**src/rtl/mem_arbiter_if.sv**
```systemverilog
// Client request/return channels and memory strobes for the two-client memory arbiter.
// Purely structural: no logic and no latency of its own.
// Backpressure travels as per-client ready. The arbiter is the slave and the clients/memory side is the master.
interface mem_arbiter_if #(
    parameter int ADDR_WIDTH = 8,
    parameter int DATA_WIDTH = 8
);
    logic                  req0_valid;
    logic                  req0_write;
    logic [ADDR_WIDTH-1:0] req0_addr;
    logic [DATA_WIDTH-1:0] req0_wdata;
    logic                  req0_ready;
    logic                  req0_rvalid;
    logic [DATA_WIDTH-1:0] req0_rdata;

    logic                  req1_valid;
    logic                  req1_write;
    logic [ADDR_WIDTH-1:0] req1_addr;
    logic [DATA_WIDTH-1:0] req1_wdata;
    logic                  req1_ready;
    logic                  req1_rvalid;
    logic [DATA_WIDTH-1:0] req1_rdata;

    logic                  mem_read;
    logic                  mem_write;
    logic [ADDR_WIDTH-1:0] mem_addr;
    logic [DATA_WIDTH-1:0] mem_wdata;
    logic [DATA_WIDTH-1:0] mem_rdata;

    logic                  busy;

    // Arbiter side
    modport slave (
        input  req0_valid, req0_write, req0_addr, req0_wdata,
        output req0_ready, req0_rvalid, req0_rdata,
        input  req1_valid, req1_write, req1_addr, req1_wdata,
        output req1_ready, req1_rvalid, req1_rdata,
        output mem_read, mem_write, mem_addr, mem_wdata,
        input  mem_rdata,
        output busy
    );

    // Client / memory side
    modport master (
        output req0_valid, req0_write, req0_addr, req0_wdata,
        input  req0_ready, req0_rvalid, req0_rdata,
        output req1_valid, req1_write, req1_addr, req1_wdata,
        input  req1_ready, req1_rvalid, req1_rdata,
        input  mem_read, mem_write, mem_addr, mem_wdata,
        output mem_rdata,
        input  busy
    );
endinterface

```
**src/rtl/mem_arbiter.sv**
```systemverilog
// Round-robin arbiter/sequencer for two clients sharing one single-port synchronous memory.
// Latency: a write commits 1 cycle after acceptance; read data returns 2 cycles after acceptance.
// Backpressure: ready is offered only in IDLE, so there is one transaction in flight at a time.
module mem_arbiter #(
    parameter int ADDR_WIDTH = 8,
    parameter int DATA_WIDTH = 8
) (
    input  logic          clk,
    input  logic          rst,
    mem_arbiter_if.slave  bus
);
    typedef enum logic [1:0] {
        IDLE  = 2'd0,
        ISSUE = 2'd1,
        RWAIT = 2'd2
    } state_t;

    state_t                state;
    state_t                state_nxt;
    logic                  ptr;       // client that wins when both are valid
    logic                  owner;     // client that owns the transaction in flight
    logic                  grant0;
    logic                  grant1;
    logic                  read_q;
    logic                  write_q;
    logic [ADDR_WIDTH-1:0] addr_q;
    logic [DATA_WIDTH-1:0] wdata_q;
    logic [DATA_WIDTH-1:0] rdata0_q;
    logic [DATA_WIDTH-1:0] rdata1_q;
    logic                  rvalid0_q;
    logic                  rvalid1_q;

    // State register
    always_ff @(posedge clk or posedge rst) begin
        if (rst) begin
            state <= IDLE;
        end else begin
            state <= state_nxt;
        end
    end

    // Next-state logic: write = IDLE->ISSUE->IDLE, read = IDLE->ISSUE->RWAIT->IDLE
    always_comb begin
        state_nxt = IDLE;
        case (state)
            IDLE:    state_nxt = (grant0 || grant1) ? ISSUE : IDLE;
            ISSUE:   state_nxt = write_q ? IDLE : RWAIT;
            RWAIT:   state_nxt = IDLE;
            default: state_nxt = IDLE;
        endcase
    end

    // Output logic: combinational round-robin grant, offered only while IDLE
    always_comb begin
        grant0 = 1'b0;
        grant1 = 1'b0;
        if (state == IDLE) begin
            grant0 = bus.req0_valid && (!bus.req1_valid || !ptr);
            grant1 = bus.req1_valid && (!bus.req0_valid ||  ptr);
        end
    end

    // Request capture, strobe sequencing and pointer update. The address and
    // write data stay put after the strobes drop.
    always_ff @(posedge clk or posedge rst) begin
        if (rst) begin
            ptr     <= 1'b0;
            owner   <= 1'b0;
            read_q  <= 1'b0;
            write_q <= 1'b0;
            addr_q  <= '0;
            wdata_q <= '0;
        end else if (grant0) begin
            ptr     <= 1'b1;
            owner   <= 1'b0;
            read_q  <= !bus.req0_write;
            write_q <= bus.req0_write;
            addr_q  <= bus.req0_addr;
            wdata_q <= bus.req0_wdata;
        end else if (grant1) begin
            ptr     <= 1'b0;
            owner   <= 1'b1;
            read_q  <= !bus.req1_write;
            write_q <= bus.req1_write;
            addr_q  <= bus.req1_addr;
            wdata_q <= bus.req1_wdata;
        end else if (state == ISSUE) begin
            read_q  <= 1'b0;
            write_q <= 1'b0;
        end
    end

    // Read return: memory data is valid during RWAIT and is steered only to the owner
    always_ff @(posedge clk or posedge rst) begin
        if (rst) begin
            rdata0_q  <= '0;
            rdata1_q  <= '0;
            rvalid0_q <= 1'b0;
            rvalid1_q <= 1'b0;
        end else begin
            rvalid0_q <= (state == RWAIT) && !owner;
            rvalid1_q <= (state == RWAIT) &&  owner;
            if ((state == RWAIT) && !owner) begin
                rdata0_q <= bus.mem_rdata;
            end
            if ((state == RWAIT) && owner) begin
                rdata1_q <= bus.mem_rdata;
            end
        end
    end

    assign bus.req0_ready  = grant0;
    assign bus.req1_ready  = grant1;
    assign bus.req0_rvalid = rvalid0_q;
    assign bus.req1_rvalid = rvalid1_q;
    assign bus.req0_rdata  = rdata0_q;
    assign bus.req1_rdata  = rdata1_q;
    assign bus.mem_read    = read_q;
    assign bus.mem_write   = write_q;
    assign bus.mem_addr    = addr_q;
    assign bus.mem_wdata   = wdata_q;
    assign bus.busy        = (state != IDLE);
endmodule
```
**src/flat_wrapper.sv**
```systemverilog
// flat-port wrapper written by rule: the top's interface ports become plain ports
module mem_arbiter_flat 
#(
    parameter int ADDR_WIDTH = 8,
    parameter int DATA_WIDTH = 8
)
  (clk, rst, bus_req0_valid, bus_req0_write, bus_req0_addr, bus_req0_wdata, bus_req0_ready, bus_req0_rvalid, bus_req0_rdata, bus_req1_valid, bus_req1_write, bus_req1_addr, bus_req1_wdata, bus_req1_ready, bus_req1_rvalid, bus_req1_rdata, bus_mem_read, bus_mem_write, bus_mem_addr, bus_mem_wdata, bus_mem_rdata, bus_busy);
  mem_arbiter_if #(.ADDR_WIDTH(ADDR_WIDTH), .DATA_WIDTH(DATA_WIDTH)) bus_i ();
  input  logic clk;
  input  logic rst;
  input wire logic [$bits(bus_i.req0_valid)-1:0] bus_req0_valid;
  input wire logic [$bits(bus_i.req0_write)-1:0] bus_req0_write;
  input wire logic [$bits(bus_i.req0_addr)-1:0] bus_req0_addr;
  input wire logic [$bits(bus_i.req0_wdata)-1:0] bus_req0_wdata;
  output wire logic [$bits(bus_i.req0_ready)-1:0] bus_req0_ready;
  output wire logic [$bits(bus_i.req0_rvalid)-1:0] bus_req0_rvalid;
  output wire logic [$bits(bus_i.req0_rdata)-1:0] bus_req0_rdata;
  input wire logic [$bits(bus_i.req1_valid)-1:0] bus_req1_valid;
  input wire logic [$bits(bus_i.req1_write)-1:0] bus_req1_write;
  input wire logic [$bits(bus_i.req1_addr)-1:0] bus_req1_addr;
  input wire logic [$bits(bus_i.req1_wdata)-1:0] bus_req1_wdata;
  output wire logic [$bits(bus_i.req1_ready)-1:0] bus_req1_ready;
  output wire logic [$bits(bus_i.req1_rvalid)-1:0] bus_req1_rvalid;
  output wire logic [$bits(bus_i.req1_rdata)-1:0] bus_req1_rdata;
  output wire logic [$bits(bus_i.mem_read)-1:0] bus_mem_read;
  output wire logic [$bits(bus_i.mem_write)-1:0] bus_mem_write;
  output wire logic [$bits(bus_i.mem_addr)-1:0] bus_mem_addr;
  output wire logic [$bits(bus_i.mem_wdata)-1:0] bus_mem_wdata;
  input wire logic [$bits(bus_i.mem_rdata)-1:0] bus_mem_rdata;
  output wire logic [$bits(bus_i.busy)-1:0] bus_busy;
  assign bus_i.req0_valid = bus_req0_valid;
  assign bus_i.req0_write = bus_req0_write;
  assign bus_i.req0_addr = bus_req0_addr;
  assign bus_i.req0_wdata = bus_req0_wdata;
  assign bus_req0_ready = bus_i.req0_ready;
  assign bus_req0_rvalid = bus_i.req0_rvalid;
  assign bus_req0_rdata = bus_i.req0_rdata;
  assign bus_i.req1_valid = bus_req1_valid;
  assign bus_i.req1_write = bus_req1_write;
  assign bus_i.req1_addr = bus_req1_addr;
  assign bus_i.req1_wdata = bus_req1_wdata;
  assign bus_req1_ready = bus_i.req1_ready;
  assign bus_req1_rvalid = bus_i.req1_rvalid;
  assign bus_req1_rdata = bus_i.req1_rdata;
  assign bus_mem_read = bus_i.mem_read;
  assign bus_mem_write = bus_i.mem_write;
  assign bus_mem_addr = bus_i.mem_addr;
  assign bus_mem_wdata = bus_i.mem_wdata;
  assign bus_i.mem_rdata = bus_mem_rdata;
  assign bus_busy = bus_i.busy;
  mem_arbiter #(.ADDR_WIDTH(ADDR_WIDTH), .DATA_WIDTH(DATA_WIDTH)) u_core (.clk(clk), .rst(rst), .bus(bus_i));
endmodule
```
**config.mk**
```make
export PLATFORM = sky130hd
export DESIGN_NAME = mem_arbiter_flat
export DESIGN_NICKNAME = d
export VERILOG_FILES = /design/src/rtl/mem_arbiter_if.sv /design/src/rtl/mem_arbiter.sv /design/src/flat_wrapper.sv
export SDC_FILE = /design/constraint.sdc
export NUM_CORES = 1
export LEC_CHECK = 0
export ABC_CLOCK_PERIOD_IN_PS = 3200
export CAP_MARGIN = 5
export CORE_MARGIN = 8
export CORE_UTILIZATION = 43
export CTS_CLUSTER_DIAMETER = 100
export CTS_CLUSTER_SIZE = 8
export DETAILED_ROUTE_END_ITERATION = 6
export HOLD_SLACK_MARGIN = 0.06
export PLACE_DENSITY = 0.84
export SKIP_CTS_REPAIR_TIMING = 1
export SYNTH_ARGS = -nofsm -noshare
export SYNTH_HDL_FRONTEND = slang
export SYNTH_SLANG_ARGS = --single-unit
export TNS_END_PERCENT = 20
```
**constraint.sdc**
```tcl
create_clock -name clk -period 3.2 [get_ports clk]
set_clock_uncertainty 0.2 [all_clocks]
set_input_delay 0.64 -clock clk [delete_from_list [all_inputs] [get_ports clk]]
set_output_delay 0.64 -clock clk [all_outputs]
set_load 0.01 [all_outputs]
```
==> summary.md <==
| Metric | Value |
|---|---|
| Worst min path class | reg -> reg |
| CTS buffer count | 5 |
| Worst Slack Setup Final | around 0.25 ns |
| Area taken by multi-input logic gates | between 600 and 700 um2 |
| Max Cap Viol | 0 |
| Worst path bufs/invs | 3 |
| Endpoints failing hold | 0 |
| CTS tree | yes |
| CTS root buf | clkbuf_8 |
| Post-DR vias/cell | 5.24 |
| Synthesized area | roughly 1700 um2 |
| Final setup viols | 0 |
| Critical path startpoint category | input pin |
| Hold Path Origin | u_core.bus.mem_write$_DFFE_PP0P_ |
| Crit end category | output port |
| DR vias | 1435 |
| Top cells by area, synth | dfrtp_1 (59%), mux2_2 (11%), a221o_1 (6.5%), a21boi_0 (4.4%), o2111ai_1 (3.1%) |
| GR Overflow Total | 0 |
| Post-synth ARST share | between 90% and 100% |
| H-tree depth | 2 |
| Static Leak | ~1.2 nW |
| # rows | 23 |
| Synth top area share | between 50 and 60% |
| Clk sinks | 40 |
| EDFF count, synth | 0 |
| Period utilization | just over 90% |
| Worst-path maximum fanout | 7 |
| RSZ-0062 raised after global routing | no |
| Cell family with most CP delay | buffers and inverters |
| Most frequent CP cell | clkdlybuf4s50_1 |
| Critical Path, Cell by Cell | clkdlybuf4s50_1 > inv_2 > o211a_1 > clkdlybuf4s50_1 |
| Setup Crit Path Kind | in -> out |
| Slowest cell on crit path | clkdlybuf4s50_1 |
| DRC viols | 0 |
| Count leader, synth | dfrtp_1 |
| Yosys top cell by area | dfrtp_1 |
| Final WL | approximately 4600 um |
| Core Area | between 3000 and 4000 um2 |
| Share of cells above drive strength 1 | roughly 14% |
| Syn Area/Cell | approximately 13 um2 |
| Initial Utilization | 43.4% |
| Fin crit period | roughly 2.9 ns |
| Fmax | around 340 MHz |
| Die W | between 70 and 80 um |
| WHS Endpoint | u_core.state[1]$_DFF_PP0_ |
| Library cells used by synthesis | 24 |
| Top cells by count, synth | dfrtp_1 (40), mux2_2 (16), a221o_1 (11), inv_1 (11), a21boi_0 (10) |
| VDD IR-drop max | between 0.0005 and 0.0006 V |
| CP arrival | about 2.1 ns |
| Placer Congestion | between 0.7 and 0.8 |
| Area growth, synth to finish | 60.1% |
| Power Dens Cells | approximately 900 nW/um2 |
| DPL Wire Length | 3620 um |
| CP peak stage delay | between 0.6 and 0.7 ns |
| Worst Path Required | ~2.4 ns |
| Register area | 1000 um2 |
| Clk Latency, worst-skew pair | roughly 0.28 ns |
| First-pass GRT wire length | just under 8000 um |
| Max_slew headroom | 68.5% |
| Ports | 85 |
| Syn_nets | between 150 and 200 |
| #FFs+latches synth | 40 |
| Drt pass-1 iters | 4 |
| Post-Place Worst Slack | 0.280 ns |
| # nets final | roughly 270 |
| Die Area | 6220 um2 |
| DIE HEIGHT | between 70 and 80 um |
| Filler Cells Inserted | just over 300 |
| Status | completed |
| Post-Syn Instances | 133 |
| Wire per inst | between 15 and 20 um |
| Slew Limit Fails | 0 |
| Synth Flop Type | dfrtp_1 |
| Diode count | 0 |
| DRT iter0 DRCs | 20 |
| Clock tree buffer depth | 2 |
| Hold depth | 1 |
| Antenna violations before repair | 0 |
| RR Endpoint | u_core.bus.mem_wdata[2]$_DFFE_PP0P_ |
| Largest net degree at the start of global routing | 29 |
| IO buf count | 84 |
| Yosys warns | 0 |
| Post-DRT Antenna Nets | 0 |
| Slew @ Worst Pin | between 0.4 and 0.5 ns |
| R2R Setup Slk | approximately 1.4 ns |
| Post-synthesis sequential area ratio | around 59% |
| R2R cell count | 5 |
| GRT Overall Usage | 15.8% |
| Reg2reg start | u_core.state[0]$_DFF_PP0_ |
| Number of global-route vias before repair | between 1500 and 2000 |
| Register clock-pin slew on the reported worst setup and hold paths | ~0.07 ns |
| Setup TNS | 0 ns |
## routing by layer
layer  vias up  GRT usage, %  share of wire [%]
met1       686          18.6                 41
met4         0          4.63                1.0
li1        672             -                  -
met2        69          24.7                 46
met3         8          8.24                 11
met5         -             0                  0
## metrics by stage
stage | total power [mW] | utilization [%] | cell area, um2 | hold slack, ns | std cells
finish | 2.48 | 69.5 | 2720 | 0.279 | 274
CTS | 2.51 | 69.5 | 2720 | 0.281 | 274
global route | 2.65 | 69.5 | 2720 | 0.291 | 274
detailed placement | 2.11 | 66.8 | 2610 | 0.267 | 266
floorplan | 1.44 | - | 1700 | 0.281 | 133
global placement | 2.08 | 66.8 | 2610 | 0.251 | 266
## placed cells by master, fill, tap and decap left out, drive strengths merged
master and count:
nor3 1, dfrtp 40, a21boi 10, inv 12, o311ai 1, nor3b 2, o211a 1, clkinv 1
nand4b 1, a221o 11, nand2 3, o211ai 6, clkbuf 6, buf 7, nand3 1, nand3b 1
o2111ai 6, o21a 2, or2 1, clkdlybuf4s50 84, nor2 2, bufinv 1, a21o 1, o21ai 7
mux2 16
## final cells by class
type	instances	share of cell area, %
clock buffer	6	2.67
clock inverter	2	1.29
inverter	12	1.66
multi-input combinational	73	22.4
sequential	40	36.8
tap	50	2.30
timing repair buffer	91	32.8
## where the power goes
part	total (mW)	switching, mW	leakage, nW	internal (mW)
Clock	0.395	0.163	0.0552	0.231
Combinational	1.19	0.481	0.619	0.712
Sequential	0.891	0.141	0.488	0.750
## cell families (layout without fill, tap and decap cells)
family,after synthesis,after routing,synth area share [%]
AO/OA/AOI/OAI,45,45,21.1
flip-flops,40,40,58.9
buffers and inverters,20,111,5.15
multiplexers,16,16,10.6
AND/OR/NAND/NOR,12,12,4.20
## state kept, by name, indices dropped and copies added (netlist names)
name                    count
u_core.bus.mem_addr         8
u_core.bus.mem_read         1
u_core.bus.mem_wdata        8
u_core.bus.mem_write        1
u_core.bus.req0_rdata       8
u_core.bus.req0_rvalid      1
u_core.bus.req1_rdata       8
u_core.bus.req1_rvalid      1
u_core.owner                1
u_core.ptr                  1
u_core.state                2
## worst max-delay path by stage
stage / startpoint / endpoint / slack (ns) / cells past startpoint
after floorplan: bus_req1_valid / bus_req1_ready / 1.08 / 3
after global placement: bus_req0_valid / bus_req1_ready / 0.27 / 4
after detailed placement: bus_req0_valid / bus_req1_ready / 0.28 / 4
after CTS: bus_req0_valid / bus_req1_ready / 0.26 / 4
after global routing: bus_req0_valid / bus_req1_ready / 0.18 / 4
final: bus_req0_valid / bus_req1_ready / 0.25 / 4
(Power assumes the default switching activity.)
==> variant 1, RTL diff (same settings) <==
The 3 states of `state_t` get a one-hot encoding in 3 bits.
--- a/src/rtl/mem_arbiter.sv
+++ b/src/rtl/mem_arbiter.sv
@@ -10,8 +10,8 @@
     mem_arbiter_if.slave  bus
 );
-    typedef enum logic [1:0] {
-        IDLE  = 2'd0,
-        ISSUE = 2'd1,
-        RWAIT = 2'd2
+    typedef enum logic [2:0] {
+        IDLE  = 3'b001,
+        ISSUE = 3'b010,
+        RWAIT = 3'b100
     } state_t;
 
Behaviour: no difference found for any inputs over 10 cycles, from zero or initial values and one cycle with rst high; not proved beyond that.
==> variant 1 against the original RTL <==
  * Combinational power decreased by 5%
  * Setup slack got worse by 0.044 ns
  * Final area increased by 1.2%
  * Routed wire length increased by 0.95%
  * Sequential cell count increased by 1
  * Total power decreased by 3.4%
  * Synthesized area increased by 2.9%
  * Critical path type unchanged
  * Critical endpoint is now bus_req0_ready
  * Highest routed layer unchanged
==> variant 1: results (changes against the original RTL) <==
### GRT
* pin count of the biggest net entering global routing: 42, +45%
* global-route wire length before repair: 7452 um, -5.6%
* aggregate global-route resource usage: 15.21%, -0.60 points
* initial antenna violation count: 0, unchanged
* via count of the first global-routing pass: 1500, -9.5%

### Drt
* detailed-route wire length per cell: 17.03 um, +0.95%
* M1 wire length: 1735 um, -8.9%
* TritonRoute pass-1 iters: 4, unchanged
* total via count after detailed routing: 1389, -3.2%
* number of DRC markers in iteration 0: 61, +200%
* top layer reached by signal wires: met4
* met2 wirelength from detailed routing: 2350 um, +9.5%
* WL met3: 475 um, -9.0%

### CTS
* CTS Buffer Depth: 2, unchanged
* CTS H-tree depth: 2, unchanged
* number of buffers inserted during clock tree synthesis: 5, unchanged
* clk slew on worst S/H paths: 0.07 ns, about the same
* clock tree root driver cell: clkbuf_8

### Final layout
* total inserted antenna cells: 0, unchanged
* share of cells above drive strength 1: 16.96%, +2.7 points
* final net count: 269, unchanged

### Critical path
* CP Data Arrival Time: 2.15 ns, +0.04 ns
* capturing point of the worst reg2reg path: u_core.bus.mem_write
* cell with the largest stage delay on the worst path: clkdlybuf4s50_1
* register-to-register setup slack: 1.27 ns, -0.08 ns
* worst setup path startpoint: bus_req1_valid
* maximum fanout along the worst path: 5, -2
* delay of the slowest cell on the worst path: 0.53 ns, -0.08 ns
* worst r2r src: u_core.state[0]

### Placed design
* number of buffer cells added on primary ports: 84, unchanged
* standard cell area after detailed placement: 0.002651 mm2, +1.5%
* GPL Wtd Cong: 0.7191, -4.4%
* DPL Wire Length: 3667 um, +1.2%
* worst slack at placement: 0.2140 ns, -0.06601 ns

### Logic synthesis
* commonest register cell after synthesis: dfrtp_1
* sequential fraction of the synthesis area: 58.77%, -0.14 points
* top post-synthesis cells by count: dfrtp_1 (40), o21ai_0 (24), mux2_2 (16)
* synth warn: 0, unchanged
* leading post-synthesis cells by cell area: dfrtp_1 (57%), mux2_2 (10%), mux2i_1 (7.4%)
* Mapped Nets: 179, unchanged
* number of library cell types mapped by synthesis: 29, +21%

### Hold path
* hold depth: 1, unchanged
* endpoint with the worst hold slack: u_core.state[2]
* startpoint of the tightest hold check path: u_core.bus.mem_write
* class of the most critical hold timing path: reg2reg

### Power
* leakage: 1.236 nW, +6.4%
* Switching Fraction: 33.29%, +1.6 points
* worst-case vdd ir drop: 0.4238 mV, -22%

### STA
* highest attainable clock frequency: 334.1 MHz, -1.5%
* transition time at the pin with the least slew margin: 0.7537 ns, +0.2819 ns
* number of pins exceeding their max-slew limit in the final report: 0, unchanged

### Status
* result of the run: finished, final reports clean

variant 1: worst max-delay path by stage:
stage               cells past startpoint        endpoint
floorplan                               3  bus_req1_ready
global placement                        5  bus_req0_ready
detailed placement                      5  bus_req0_ready
CTS                                     5  bus_req0_ready
global route                            5  bus_req0_ready
finish                                  5  bus_req0_ready
variant 1: power by group through the flow:
stage / Sequential [W] / Combinational (W) / Clock, W
4_1_cts: 0.000897 / 0.00115 / 0.000379
6_report: 0.000894 / 0.00113 / 0.000366
2_1_floorplan: 0.000987 / 0.000416 / 0
3_3_place_gp: 0.000888 / 0.00112 / 0
3_5_place_dp: 0.000908 / 0.00115 / 0
5_1_grt: 0.000925 / 0.00122 / 0.000402
variant 1: metal layers:
layer	vias to the layer above	GRT usage, %
li1	660	-
met1	662	16.02
met2	59	25.02
met3	8	7.658
met4	0	6.727
met5	-	0
variant 1: kinds of logic (layout without fill, tap and decap cells):
kind of cell           count (synthesis)  after routing  share of synthesized area (%)
AO/OA/AOI/OAI                         38             38                          13.96
multiplexers                          29             29                          17.75
buffers and inverters                 12            103                          3.435
AND/OR/NAND/NOR                       13             13                          6.084
flip-flops                            41             41                          58.77
variant 1: through the flow:
stage	cells	hold WS [ns]	util [%]
2_1_floorplan	133	0.2981	-
3_3_place_gp	266	0.2790	67.25
3_5_place_dp	266	0.2816	67.25
4_1_cts	274	0.2922	69.82
5_1_grt	274	0.3077	69.82
6_report	274	0.2816	69.82
variant 1: final cells by class:
class	instances	area, um2
Fill cell	286	1190
Sequential cell	41	1027
Timing Repair Buffer	89	878.3
Multi-Input combinational cell	80	660.6
Clock buffer	7	96.34
Tap cell	50	62.56
Inverter	6	22.52
Clock inverter	1	5.005
==> variant 2, RTL diff (same settings) <==
Without the edit above. `DATA_WIDTH` is set to 8 in 3 places; all go to 7.
--- a/src/rtl/mem_arbiter_if.sv
+++ b/src/rtl/mem_arbiter_if.sv
@@ -4,5 +4,5 @@
 interface mem_arbiter_if #(
     parameter int ADDR_WIDTH = 8,
-    parameter int DATA_WIDTH = 8
+    parameter int DATA_WIDTH = 7
 );
     logic                  req0_valid;
--- a/src/rtl/mem_arbiter.sv
+++ b/src/rtl/mem_arbiter.sv
@@ -4,5 +4,5 @@
 module mem_arbiter #(
     parameter int ADDR_WIDTH = 8,
-    parameter int DATA_WIDTH = 8
+    parameter int DATA_WIDTH = 7
 ) (
     input  logic          clk,
--- a/src/flat_wrapper.sv
+++ b/src/flat_wrapper.sv
@@ -3,5 +3,5 @@
 #(
     parameter int ADDR_WIDTH = 8,
-    parameter int DATA_WIDTH = 8
+    parameter int DATA_WIDTH = 7
 )
   (clk, rst, bus_req0_valid, bus_req0_write, bus_req0_addr, bus_req0_wdata, bus_req0_ready, bus_req0_rvalid, bus_req0_rdata, bus_req1_valid, bus_req1_write, bus_req1_addr, bus_req1_wdata, bus_req1_ready, bus_req1_rvalid, bus_req1_rdata, bus_mem_read, bus_mem_write, bus_mem_addr, bus_mem_wdata, bus_mem_rdata, bus_busy);
Ports: changed (6 resized); port bits go from 85 to 79. No check against the original RTL was run, so the function may have changed too.
==> variant 2 against the original RTL <==
  * Sequential cell count decreased by 3
  * Synthesized area down 0.15%
  * Setup slack worse by 0.12 ns
  * Largest power group unchanged
  * Total power grew 0.78%
  * Routed wire length shrank 1.4%
  * Combinational power rose by 5%
  * Final area is 2.3% lower
  * Highest routed layer unchanged
==> variant 2: results (changes against the original RTL) <==
### Status
* result of the run: finished, final reports clean

### Power
* leakage: 1.115 nW, -4.1%
* worst-case vdd ir drop: 0.4425 mV, -19%

### Drt
* TritonRoute pass-1 iters: 4, unchanged
* WL met3: 396 um, -24%
* M1 wire length: 1871 um, -1.7%
* number of DRC markers in iteration 0: 45, +130%
* total routed wirelength: 4554 um, -1.4%
* met2 wirelength from detailed routing: 2183 um, +1.7%
* top layer reached by signal wires: met4
* total via count after detailed routing: 1373, -4.3%

### Hold path
* startpoint of the tightest hold check path: u_core.bus.mem_write
* class of the most critical hold timing path: reg2reg
* hold depth: 1, unchanged

### Placed design
* GPL Wtd Cong: 0.7785, +3.5%
* DPL Wire Length: 3484 um, -3.8%
* worst slack at placement: 0.1324 ns, -0.1476 ns
* standard cell area after detailed placement: 0.002542 mm2, -2.7%
* number of buffer cells added on primary ports: 78, -7.1%

### Critical path
* R2R depth: 5, unchanged
* register-to-register setup slack: 1.44 ns, +0.09 ns
* worst setup path startpoint: bus_req1_valid
* CP Data Arrival Time: 2.23 ns, +0.12 ns
* delay of the slowest cell on the worst path: 0.54 ns, -0.07 ns
* worst r2r src: u_core.state[0]
* maximum fanout along the worst path: 6, -1
* cell with the largest stage delay on the worst path: clkdlybuf4s50_1

### GRT
* aggregate global-route resource usage: 15.21%, -0.60 points
* via count of the first global-routing pass: 1487, -10%
* pin count of the biggest net entering global routing: 38, +31%
* M1 GR Usage: 16.79%, -1.8 points
* M2 GR Usage: 24.86%, +0.17 points
* global-route wire length before repair: 7334 um, -7.1%
* met3 GRT Util: 6.208%, -2.0 points

### CTS
* clock tree root driver cell: clkbuf_8
* CTS Buffer Depth: 2, unchanged
* worst-skew pair later-pin latency: 0.28 ns, about the same
* number of buffers inserted during clock tree synthesis: 5, unchanged
* clk slew on worst S/H paths: 0.07 ns, about the same
* CTS H-tree depth: 2, unchanged

### Final layout
* final net count: 259, -3.7%
* total inserted antenna cells: 0, unchanged
* share of cells above drive strength 1: 19.82%, +5.5 points

### Logic synthesis
* Mapped Nets: 174, -2.8%
* sequential fraction of the synthesis area: 54.57%, -4.3 points
* post-synthesis async set-or-reset flop share: 100.0%, unchanged
* top post-synthesis cells by count: dfrtp_1 (37), mux2_2 (14), inv_1 (13)
* number of library cell types mapped by synthesis: 27, +13%
* leading post-synthesis cells by cell area: dfrtp_1 (55%), mux2_2 (9.3%), o311ai_2 (8.6%)
* synth warn: 0, unchanged

### STA
* relative slew slack: 32.82%, -36 points
* Hold WS: 0.2970 ns, +0.01806 ns
* highest attainable clock frequency: 326.1 MHz, -3.8%

==> variant 2: changes by cell type after synthesis, sizes merged, moves of 5 or more <==
cell / unedited run / this run
o211ai: 6 / 0
o21ai: 7 / 12
o311ai: 1 / 10
o2111ai: 6 / 0
a21boi: 10 / 0
nand3: 1 / 9
o21a: 2 / 7
==> variant 2: where the power goes <==
part	internal [W]	switching, W
registers	0.000697	0.000148
clock network	0.000254	0.000152
logic	0.000718	0.000529
==> variant 2: through the flow <==
stage          power [W]  cells
3_5_place_dp    0.002119    259
4_1_cts         0.002535    267
6_report        0.002498    267
3_3_place_gp    0.002081    259
5_1_grt         0.002657    267
2_1_floorplan   0.001475    131
==> variant 2: final cells by class <==
cell class / count / area [um2]
inverters: 15 / 61.31
multi-input cells: 73 / 666.9
clock inverters: 1 / 30.03
flip-flops and latches: 37 / 925.9
fillers: 313 / 1226
repair buffers: 84 / 825.8
well taps: 50 / 62.56
clock buffers: 7 / 86.33
==> variant 2: logic make-up after synthesis <==
group	Yosys count	share of synthesized area [%]
AO/OA/AOI/OAI	38	21.53
flip-flops	37	54.57
AND/OR/NAND/NOR	21	8.482
buffers and inverters	21	6.121
multiplexers	14	9.292
==> variant 2: final timing paths <==
check	end
worst max register to register	u_core.bus.mem_wdata[5]
max in group asynchronous	u_core.ptr
worst min register to register	u_core.state[1]
min in group asynchronous	u_core.bus.req0_rvalid
worst min-delay path	u_core.state[1]
worst max-delay path	bus_req0_ready
==> variant 2: critical path: cells and delay by family <==
family                 cells  cell delay, ns
buffers and inverters      3            1.13
AOI/OAI and AO/OA          1            0.35
and+or+nand+nor            1            0.10
